===== src/rtl/mandel_pkg.sv =====
// rtl/mandel_pkg.sv - shared types and constants for the mandelbrot counter sink
package mandel_pkg;

  typedef enum logic [1:0] {IDLE, ARM, CAPTURE, DRAIN} state_t;

  localparam int CTRW_OUT = 4;
  localparam int BYTE_W   = 8;
  localparam logic [CTRW_OUT-1:0] PAD_NIBBLE = 4'h0;

endpackage


===== src/rtl/mandel_sync_fifo.sv =====
// rtl/mandel_sync_fifo.sv - synchronous FIFO with a head output and a retro-mark of the newest entry
module mandel_sync_fifo #(
  parameter int WIDTH = 9,
  parameter int DEPTH = 4
) (
  input  logic             clk,
  input  logic             rst_n,
  input  logic             push,
  input  logic [WIDTH-1:0] push_data,
  input  logic             pop,
  input  logic             mark_last,
  output logic             full,
  output logic             empty,
  output logic [WIDTH-1:0] head
);

  localparam int AW = (DEPTH > 1) ? $clog2(DEPTH) : 1;
  localparam logic [AW:0] FULL_CNT = (AW+1)'(DEPTH);

  logic [WIDTH-1:0] mem [DEPTH];
  logic [AW-1:0]    wr_ptr, rd_ptr, newest_ptr;
  logic [AW:0]      cnt;
  logic             do_push, do_pop;

  assign full       = (cnt == FULL_CNT);
  assign empty      = (cnt == '0);
  assign do_pop     = pop && !empty;
  assign do_push    = push && (!full || do_pop);
  assign newest_ptr = wr_ptr - AW'(1);
  assign head       = mem[rd_ptr];

  always_ff @(posedge clk or negedge rst_n) begin
    if (!rst_n) begin
      for (int i = 0; i < DEPTH; i++) mem[i] <= '0;
      wr_ptr <= '0;
      rd_ptr <= '0;
      cnt    <= '0;
    end else begin
      if (do_push) begin
        mem[wr_ptr] <= push_data;
        wr_ptr      <= wr_ptr + AW'(1);
      end else if (mark_last && !empty) begin
        // The top bit of an entry is its end-of-frame flag.
        mem[newest_ptr][WIDTH-1] <= 1'b1;
      end
      if (do_pop) rd_ptr <= rd_ptr + AW'(1);
      case ({do_push, do_pop})
        2'b10:   cnt <= cnt + (AW+1)'(1);
        2'b01:   cnt <= cnt - (AW+1)'(1);
        default: cnt <= cnt;
      endcase
    end
  end

endmodule


===== src/rtl/mandel_ctr_sink.sv =====
// rtl/mandel_ctr_sink.sv - captures generator nibbles, packs bytes, queues them for the serializer
module mandel_ctr_sink
  import mandel_pkg::*;
#(
  parameter int IMG_W      = 8,
  parameter int IMG_H      = 4,
  parameter int FIFO_DEPTH = 4
) (
  input  logic              clk,
  input  logic              rst_n,
  input  logic              start,
  output logic              gen_run,
  input  logic              gen_running,
  input  logic [CTRW_OUT-1:0] ctr_out,
  input  logic              new_ctr,
  output logic [BYTE_W-1:0] byte_data,
  output logic              byte_valid,
  output logic              byte_last,
  input  logic              byte_ready,
  output logic              busy,
  output logic              overflow,
  output logic              short_frame
);

  localparam int NPIX = IMG_W * IMG_H;
  localparam int CW   = $clog2(NPIX + 1);
  localparam logic [CW-1:0] LAST_IDX = CW'(NPIX - 1);

  state_t              state, state_nxt;
  logic [CW-1:0]       pix_cnt;
  logic [CTRW_OUT-1:0] hold;
  logic                hold_valid;
  logic                capture, frame_done, early_stop, ends_frame;
  logic                push, mark_last, pop, push_ok, full, empty;
  logic [BYTE_W:0]     push_data, head;

  assign capture    = new_ctr && (state == ARM || state == CAPTURE);
  assign frame_done = capture && (pix_cnt == LAST_IDX);
  assign early_stop = (state == CAPTURE) && !gen_running && !frame_done;
  assign ends_frame = frame_done || early_stop;
  assign pop        = !empty && byte_ready;
  assign push_ok    = !full || pop;

  always_comb begin
    state_nxt = state;
    push      = 1'b0;
    push_data = '0;
    mark_last = 1'b0;
    // A nibble arriving on the stop cycle is packed before the frame is closed.
    if (capture) begin
      if (pix_cnt[0]) begin
        push      = 1'b1;
        push_data = {ends_frame, ctr_out, hold};
      end else if (ends_frame) begin
        push      = 1'b1;
        push_data = {1'b1, PAD_NIBBLE, ctr_out};
      end
    end else if (early_stop) begin
      if (hold_valid) begin
        push      = 1'b1;
        push_data = {1'b1, PAD_NIBBLE, hold};
      end else begin
        mark_last = 1'b1;
      end
    end
    case (state)
      IDLE:    if (start) state_nxt = ARM;
      ARM:     if (frame_done) state_nxt = DRAIN;
               else if (gen_running) state_nxt = CAPTURE;
      CAPTURE: if (ends_frame) state_nxt = DRAIN;
      DRAIN:   if (empty) state_nxt = IDLE;
      default: state_nxt = IDLE;
    endcase
  end

  always_ff @(posedge clk or negedge rst_n) begin
    if (!rst_n) state <= IDLE;
    else        state <= state_nxt;
  end

  always_ff @(posedge clk or negedge rst_n) begin
    if (!rst_n) begin
      gen_run     <= 1'b0;
      pix_cnt     <= '0;
      hold        <= '0;
      hold_valid  <= 1'b0;
      overflow    <= 1'b0;
      short_frame <= 1'b0;
    end else if (state == IDLE && start) begin
      gen_run     <= 1'b1;
      pix_cnt     <= '0;
      hold_valid  <= 1'b0;
      overflow    <= 1'b0;
      short_frame <= 1'b0;
    end else begin
      if (state == ARM && (gen_running || frame_done)) gen_run <= 1'b0;
      if (capture) begin
        pix_cnt <= pix_cnt + CW'(1);
        if (!pix_cnt[0] && !ends_frame) begin
          hold       <= ctr_out;
          hold_valid <= 1'b1;
        end else begin
          hold_valid <= 1'b0;
        end
      end else if (early_stop) begin
        hold_valid <= 1'b0;
      end
      // The counter still advances on a dropped byte so frame geometry holds.
      if (push && !push_ok) overflow <= 1'b1;
      if (early_stop) short_frame <= 1'b1;
    end
  end

  mandel_sync_fifo #(
    .WIDTH(BYTE_W + 1),
    .DEPTH(FIFO_DEPTH)
  ) u_fifo (
    .clk       (clk),
    .rst_n     (rst_n),
    .push      (push),
    .push_data (push_data),
    .pop       (pop),
    .mark_last (mark_last),
    .full      (full),
    .empty     (empty),
    .head      (head)
  );

  assign byte_data  = head[BYTE_W-1:0];
  assign byte_valid = !empty;
  assign byte_last  = head[BYTE_W] && !empty;
  assign busy       = (state != IDLE);

endmodule


===== config.mk =====
export PLATFORM = sky130hd
export DESIGN_NAME = mandel_ctr_sink
export DESIGN_NICKNAME = d
export VERILOG_FILES = /design/src/rtl/mandel_pkg.sv /design/src/rtl/mandel_sync_fifo.sv /design/src/rtl/mandel_ctr_sink.sv
export SDC_FILE = /design/constraint.sdc
export NUM_CORES = 1
export LEC_CHECK = 0
export ABC_AREA = 1
export CORE_MARGIN = 4
export CORE_UTILIZATION = 35
export DETAILED_ROUTE_END_ITERATION = 8
export PLACE_DENSITY = 0.5
export SLEW_MARGIN = 5
export SYNTH_ARGS = -nofsm -noshare
export SYNTH_HDL_FRONTEND = slang
export SYNTH_SLANG_ARGS = --single-unit

===== constraint.sdc =====
create_clock -name clk -period 5.8 [get_ports clk]
set_input_delay 1.16 -clock clk [delete_from_list [all_inputs] [get_ports clk]]
set_output_delay 1.16 -clock clk [all_outputs]
set_load 0.005 [all_outputs]

==> reports/results.ini, run 1 <==
[floorplanning]
die_w_um=102.9
initial_core_util=0.3613
dieArea_um2=10580
die_h_um=102.9
io_pins=24
core-area_um2=8721
rows=34

[pwr]
swShare=0.4224
clkPwrFrac=0.171
p_switching_mw=0.8175
finalPower_mw=1.936
p_leak_nw=1.673
pwr_density_cell_nw_per_um2=535.5
worst_ir_drop_vdd_v=0.0002096
pwr-share-comb=0.456
pwr-share-seq=0.373
p_int_mw=1.118

[detailed_routing]
vias=2428
detail_route.wl_per_cell_um=14.64
dr.pass1.iters=4
via_per_inst=4.837
drt-total-wl_mm=7.349
ant_nets=0
route.detailed.drc=0
drt-initial-drc-count=124

[finish]
antennaDiodeCount=0
fin_cells=502
fillCellCount=889
area_growth_pct=14.73
final_util=0.4145
fin_area_um2=3615
layout.nets=414
layout-drive-gt1-share=0.1142

[setup_path]
worstSetupPathType=reg2out
crit_required_ns=4.64
arrival_ns=2.59
path_max_fanout=21
critPathCaptureType=output pin
cp-start-kind=flip-flop

[yosys]
synthCells=364
syn_area_um2=3151
synth-seq-cells=59
synth_common_cells=nand2_1 (91), dfrtp_1 (59), o21ai_0 (42), inv_1 (33), nor2_1 (32)
synth_top_area_frac=0.4686
ys_warn_count=0
syn-mean-instance-area_um2=8.655
synth_top_cell_by_area=dfrtp_1
synth_nets=388
netlist_top_cells_area=dfrtp_1 (47%), nand2_1 (11%), o21ai_0 (6.7%)
yosysUniqueCellTypes=33
async_flop_share=1.000
yosys.cell_count.top_type=nand2_1
synth_seq_area_share=0.4686
synth_edf_count=0
synth-main-ff-cell=dfrtp_1

[sta]
setup_viol=0
grt_setup_unrepaired=false
drv_slew=0
worstMarginPinSlew_ns=0.7622
whs_ns=0.4812
clock-skew-final_ns=0.008148
relSlewSlack=0.4919
fin_tns_setup_ns=0
fin_ws_ns=2.050
final_hold_viol_count=0
min_period_over_period=0.6465
fin_crit_ns=3.750
fmax_ghz=0.2667

[clocking]
cts.clk_slew.worst_paths_ns=0.07
hold_buffers=0
clk_latency_ns=0.34
htree_levels=3
cts.sinks=59
cts_buffers=9
post_cts_resized=0
cts_tree=done
cts_buffer_depth=2
post-cts-setup-buffers=0
root_buffer=clkbuf_8

[grt]
grt_usage=0.1548
grt_pass1_wl_mm=12.50
grt_overflow=0
grt_max_degree=60
antenna_found_initial=0
first_global_vias=2443

[job]
cap_violations=0

[min_path]
hold_class=reg2reg

[place]
hpwl_mm=5.016
dpl-instance-area_um2=3447
place_congestion=0.8259
portBuffers=23
detailedPlace.worstSlack_ns=2.245
dp.cells=487

[status]
status=finished, final reports clean

==> cell families (layout without fill, tap and decap cells) <==
| family | count (synthesis) | count (layout) | share of synthesized area |
|---|---|---|---|
| flip-flops | 59 | 59 | 0.4686 |
| XOR/XNOR | 5 | 5 | 0.01390 |
| AND/OR/NAND/NOR | 157 | 157 | 0.2403 |
| AO/OA/AOI/OAI | 84 | 84 | 0.1525 |
| buffers and inverters | 45 | 75 | 0.06672 |
| adder cells (fa/ha/maj) | 14 | 14 | 0.05798 |
==> power groups by stage <==
stage | clock, mW | sequential, mW | combinational, mW
final | 0.331 | 0.722 | 0.883
after global routing | 0.358 | 0.749 | 1.02
after CTS | 0.346 | 0.723 | 0.897
after detailed placement | 0 | 0.729 | 0.895
after global placement | 0 | 0.726 | 0.880
after floorplan | 0 | 0.669 | 0.655
==> path summary, 6_finish.rpt <==
path                                  startpoint        endpoint  slack, ns  cells past startpoint
worst max-delay path            u_fifo.rd_ptr[0]       byte_last       2.05                      5
worst min-delay path              u_fifo.mem[15]  u_fifo.mem[15]       0.48                      2
worst max register to register          state[0]   u_fifo.cnt[2]       2.96                     13
worst min register to register    u_fifo.mem[15]  u_fifo.mem[15]       0.48                      2
max in group asynchronous                  rst_n         hold[3]       4.32                      2
min in group asynchronous                  rst_n   u_fifo.mem[4]       0.98                      2
==> critical path, stage by stage (launching register included) <==
cell             delay, ns
dfrtp_1               0.79
inv_1                 0.46
a21oi_1               0.22
o21ai_0               0.10
a21oi_1               0.16
clkdlybuf4s50_1       0.52
==> metal layers <==
metal,track usage,share of wire
met5,0,0
met4,0.04781,0.010
met3,0.03654,0.031
met2,0.2552,0.47
met1,0.2023,0.49
==> final cells by class <==
type,count,area (um2),share of cell area
clock inverter,5,30.03,0.008307
inverter,36,138.9,0.03842
sequential,59,1476,0.4084
tap,108,135.1,0.03738
timing repair buffer,24,232.7,0.06438
clock buffer,10,137.6,0.03808
multi-input combinational,260,1464,0.4050
==> cell usage in the layout, fill, tap and decap left out, drive strengths merged, types with 2 or more instances in the layout <==
cell type	synthesis	routed
nand2	94	94
o21ai	63	63
dfrtp	59	59
nor2	37	37
inv	34	34
clkdlybuf4s50	0	22
nand3	16	16
ha	13	13
clkbuf	4	10
a21oi	9	9
o22ai	8	8
clkinv	2	5
nand4	5	5
xor2	4	4
nor3	3	3
clkinvlp	0	2
buf	5	2
==> state kept, by name (all words and copies together), names as in the netlist, 2 cells and up <==
| signal | cells |
|---|---|
| hold | 4 |
| pix_cnt | 6 |
| state | 2 |
| u_fifo.cnt | 3 |
| u_fifo.mem | 36 |
| u_fifo.rd_ptr | 2 |
| u_fifo.wr_ptr | 2 |
Power figures use the tool's default switching activity.
==> run 2: changes to the inputs <==
==> constraint.sdc (replaced) <==
create_clock -name clk -period 3.9 [get_ports clk]
set_input_delay 0.78 -clock clk [delete_from_list [all_inputs] [get_ports clk]]
set_output_delay 0.78 -clock clk [all_outputs]
set_load 0.005 [all_outputs]
==> run 2 against run 1 <==
Compared with the run above:
- non-clock buffer count increased by 1
- first-iteration DRC count decreased by 29%
- critical path depth unchanged
- largest cell class unchanged
==> reports/results.ini, run 2 (same netlist as run 1, synthesis figures left out) <==
[status]
status=finished, final reports clean

[place]
portBuffers=23  ; unchanged
detailedPlace.worstSlack_ns=0.7453  ; -1.500 ns
hpwl_mm=5.190  ; +3.5%
dpl-instance-area_um2=3455  ; +0.22%
place_congestion=0.8279  ; +0.24%
dp.cells=488  ; +0.21%

[sta]
grt_setup_unrepaired=false
fmax_ghz=0.3204
drv_slew=0  ; unchanged
relSlewSlack=0.4222  ; -0.06964
clock-skew-final_ns=0.01296  ; +0.004811 ns
setup_viol=0  ; unchanged
fin_crit_ns=3.121
fin_tns_setup_ns=0  ; unchanged
worstMarginPinSlew_ns=0.8666  ; +0.1045 ns
whs_ns=0.4811  ; -0.00006000 ns
final_hold_viol_count=0  ; unchanged
fin_ws_ns=0.7785  ; -1.272 ns
min_period_over_period=0.8004

[finish]
reg_top3=u_fifo.mem: 36 flops, pix_cnt: 6 flops, hold: 4 flops
final_cell_mix=nand2_1 (91), dfrtp_1 (59), o21ai_0 (42), inv_1 (33), nor2_1 (32)
top_register=u_fifo.mem
fin_area_um2=3674  ; +1.6%
final_common_cell=nand2_1
antennaDiodeCount=0  ; unchanged
fin_cells=504  ; +0.40%
layout.nets=415  ; +0.24%
largest_register_ffs=36  ; unchanged
layout-drive-gt1-share=0.1136  ; -0.0005768
area_growth_pct=16.60
fillCellCount=873  ; -1.8%
final_util=0.4212  ; +0.006743

[detailed_routing]
ant_nets=0  ; unchanged
wl_met2_mm=3.591  ; +4.8%
vias=2463  ; +1.4%
wl_met1_mm=3.526  ; -2.6%
drt-total-wl_mm=7.395  ; +0.63%
drt-initial-drc-count=88  ; -29%
via_per_inst=4.887  ; +1.0%
detail_route.wl_per_cell_um=14.67  ; +0.23%
route.detailed.drc=0  ; unchanged
dr.pass1.iters=4  ; unchanged
top_layer_used=met4
met3_length_um=243  ; +6.1%

[pwr]
finalPower_mw=3.018  ; +56%
pwr_density_cell_nw_per_um2=821.5  ; +53%
p_leak_nw=1.704  ; +1.9%
worst_ir_drop_vdd_v=0.0003377  ; +61%

[clocking]
cts.sinks=59  ; unchanged
hold_buffers=0  ; unchanged
post-cts-setup-buffers=0  ; unchanged
clk_latency_ns=0.34  ; about the same
cts_buffers=9  ; unchanged
htree_levels=3  ; unchanged
root_buffer=clkbuf_8
cts.clk_slew.worst_paths_ns=0.07  ; about the same
cts_buffer_depth=2  ; unchanged
post_cts_resized=0  ; unchanged
cts_tree=done

[floorplanning]
die_h_um=102.9  ; unchanged
io_pins=24  ; unchanged
core-area_um2=8721  ; unchanged
dieArea_um2=10580  ; unchanged
die_w_um=102.9  ; unchanged
initial_core_util=0.3613  ; unchanged
rows=34  ; unchanged

[min_path]
hold_class=reg2reg

[setup_path]
cp_num_buf_inv=3  ; +1
worstSetupPathType=reg2out
slowest_stage=dfrtp_1
crit_required_ns=3.12  ; -1.52 ns
crit_chain=inv_1, buf_4, o21ai_0, o22ai_1, clkdlybuf4s50_1
critPathCaptureType=output pin
arrival_ns=2.34  ; -0.25 ns
cp-start-kind=flip-flop
crit_family=buffers and inverters
path_max_fanout=21  ; unchanged
cpPeakStageDelay_ns=0.78  ; about the same

[grt]
first_global_vias=2491  ; +2.0%
grt_max_degree=38  ; -37%
grt_pass1_wl_mm=12.49  ; about the same
grt_usage=0.1572  ; +0.002321
antenna_found_initial=0  ; unchanged
grt_overflow=0  ; unchanged

[job]
cap_violations=0  ; unchanged

run 2: changes by cell type in the layout (fill, tap and decap cells not counted):
cell,delta
bufinv_16,+2
clkbuf_1,+2
clkinv_2,-2
clkinvlp_4,-2
buf_4,+1
clkinv_4,+1
run 2: final timing paths:
path | startpoint | endpoint | slack, ns | depth (start not counted)
min in group asynchronous | rst_n | u_fifo.mem[31] | 0.55 | 1
hold / removal | u_fifo.mem[10] | u_fifo.mem[10] | 0.48 | 2
setup reg to reg | state[0] | u_fifo.cnt[2] | 1.10 | 13
hold reg to reg | u_fifo.mem[10] | u_fifo.mem[10] | 0.48 | 2
setup / recovery | u_fifo.rd_ptr[0] | byte_data[6] | 0.78 | 5
max in group asynchronous | rst_n | short_frame | 2.50 | 2
run 2: cell type report:
type	count	area, um2	share of cell area
Inverter	36	138.9	0.03781
Clock buffer	12	145.1	0.03951
Multi-Input combinational cell	260	1464	0.3985
Clock inverter	4	73.82	0.02010
Tap cell	108	135.1	0.03678
Timing Repair Buffer	25	240.2	0.06540
Sequential cell	59	1476	0.4019
run 2: metal layers:
metal | vias up | GRT usage
li1 | 1251 | -
met5 | - | 0
met1 | 1171 | 0.2035
met3 | 2 | 0.03045
met4 | 0 | 0.06275
met2 | 39 | 0.2592
run 2: report_power, final:
part | leakage (nW) | internal [mW] | switching, mW
sequential | 0.777 | 0.867 | 0.207
combinational | 0.817 | 0.561 | 0.758
clock | 0.111 | 0.378 | 0.247
total | 1.70 | 1.81 | 1.21
run 2: tightest hold or removal path: cells and delay by family (launching register included):
kind	cells	cell delay (ns)
AO/OA/AOI/OAI	1	0.04
AND/OR/NAND/NOR	1	0.06
flip-flops	1	0.34
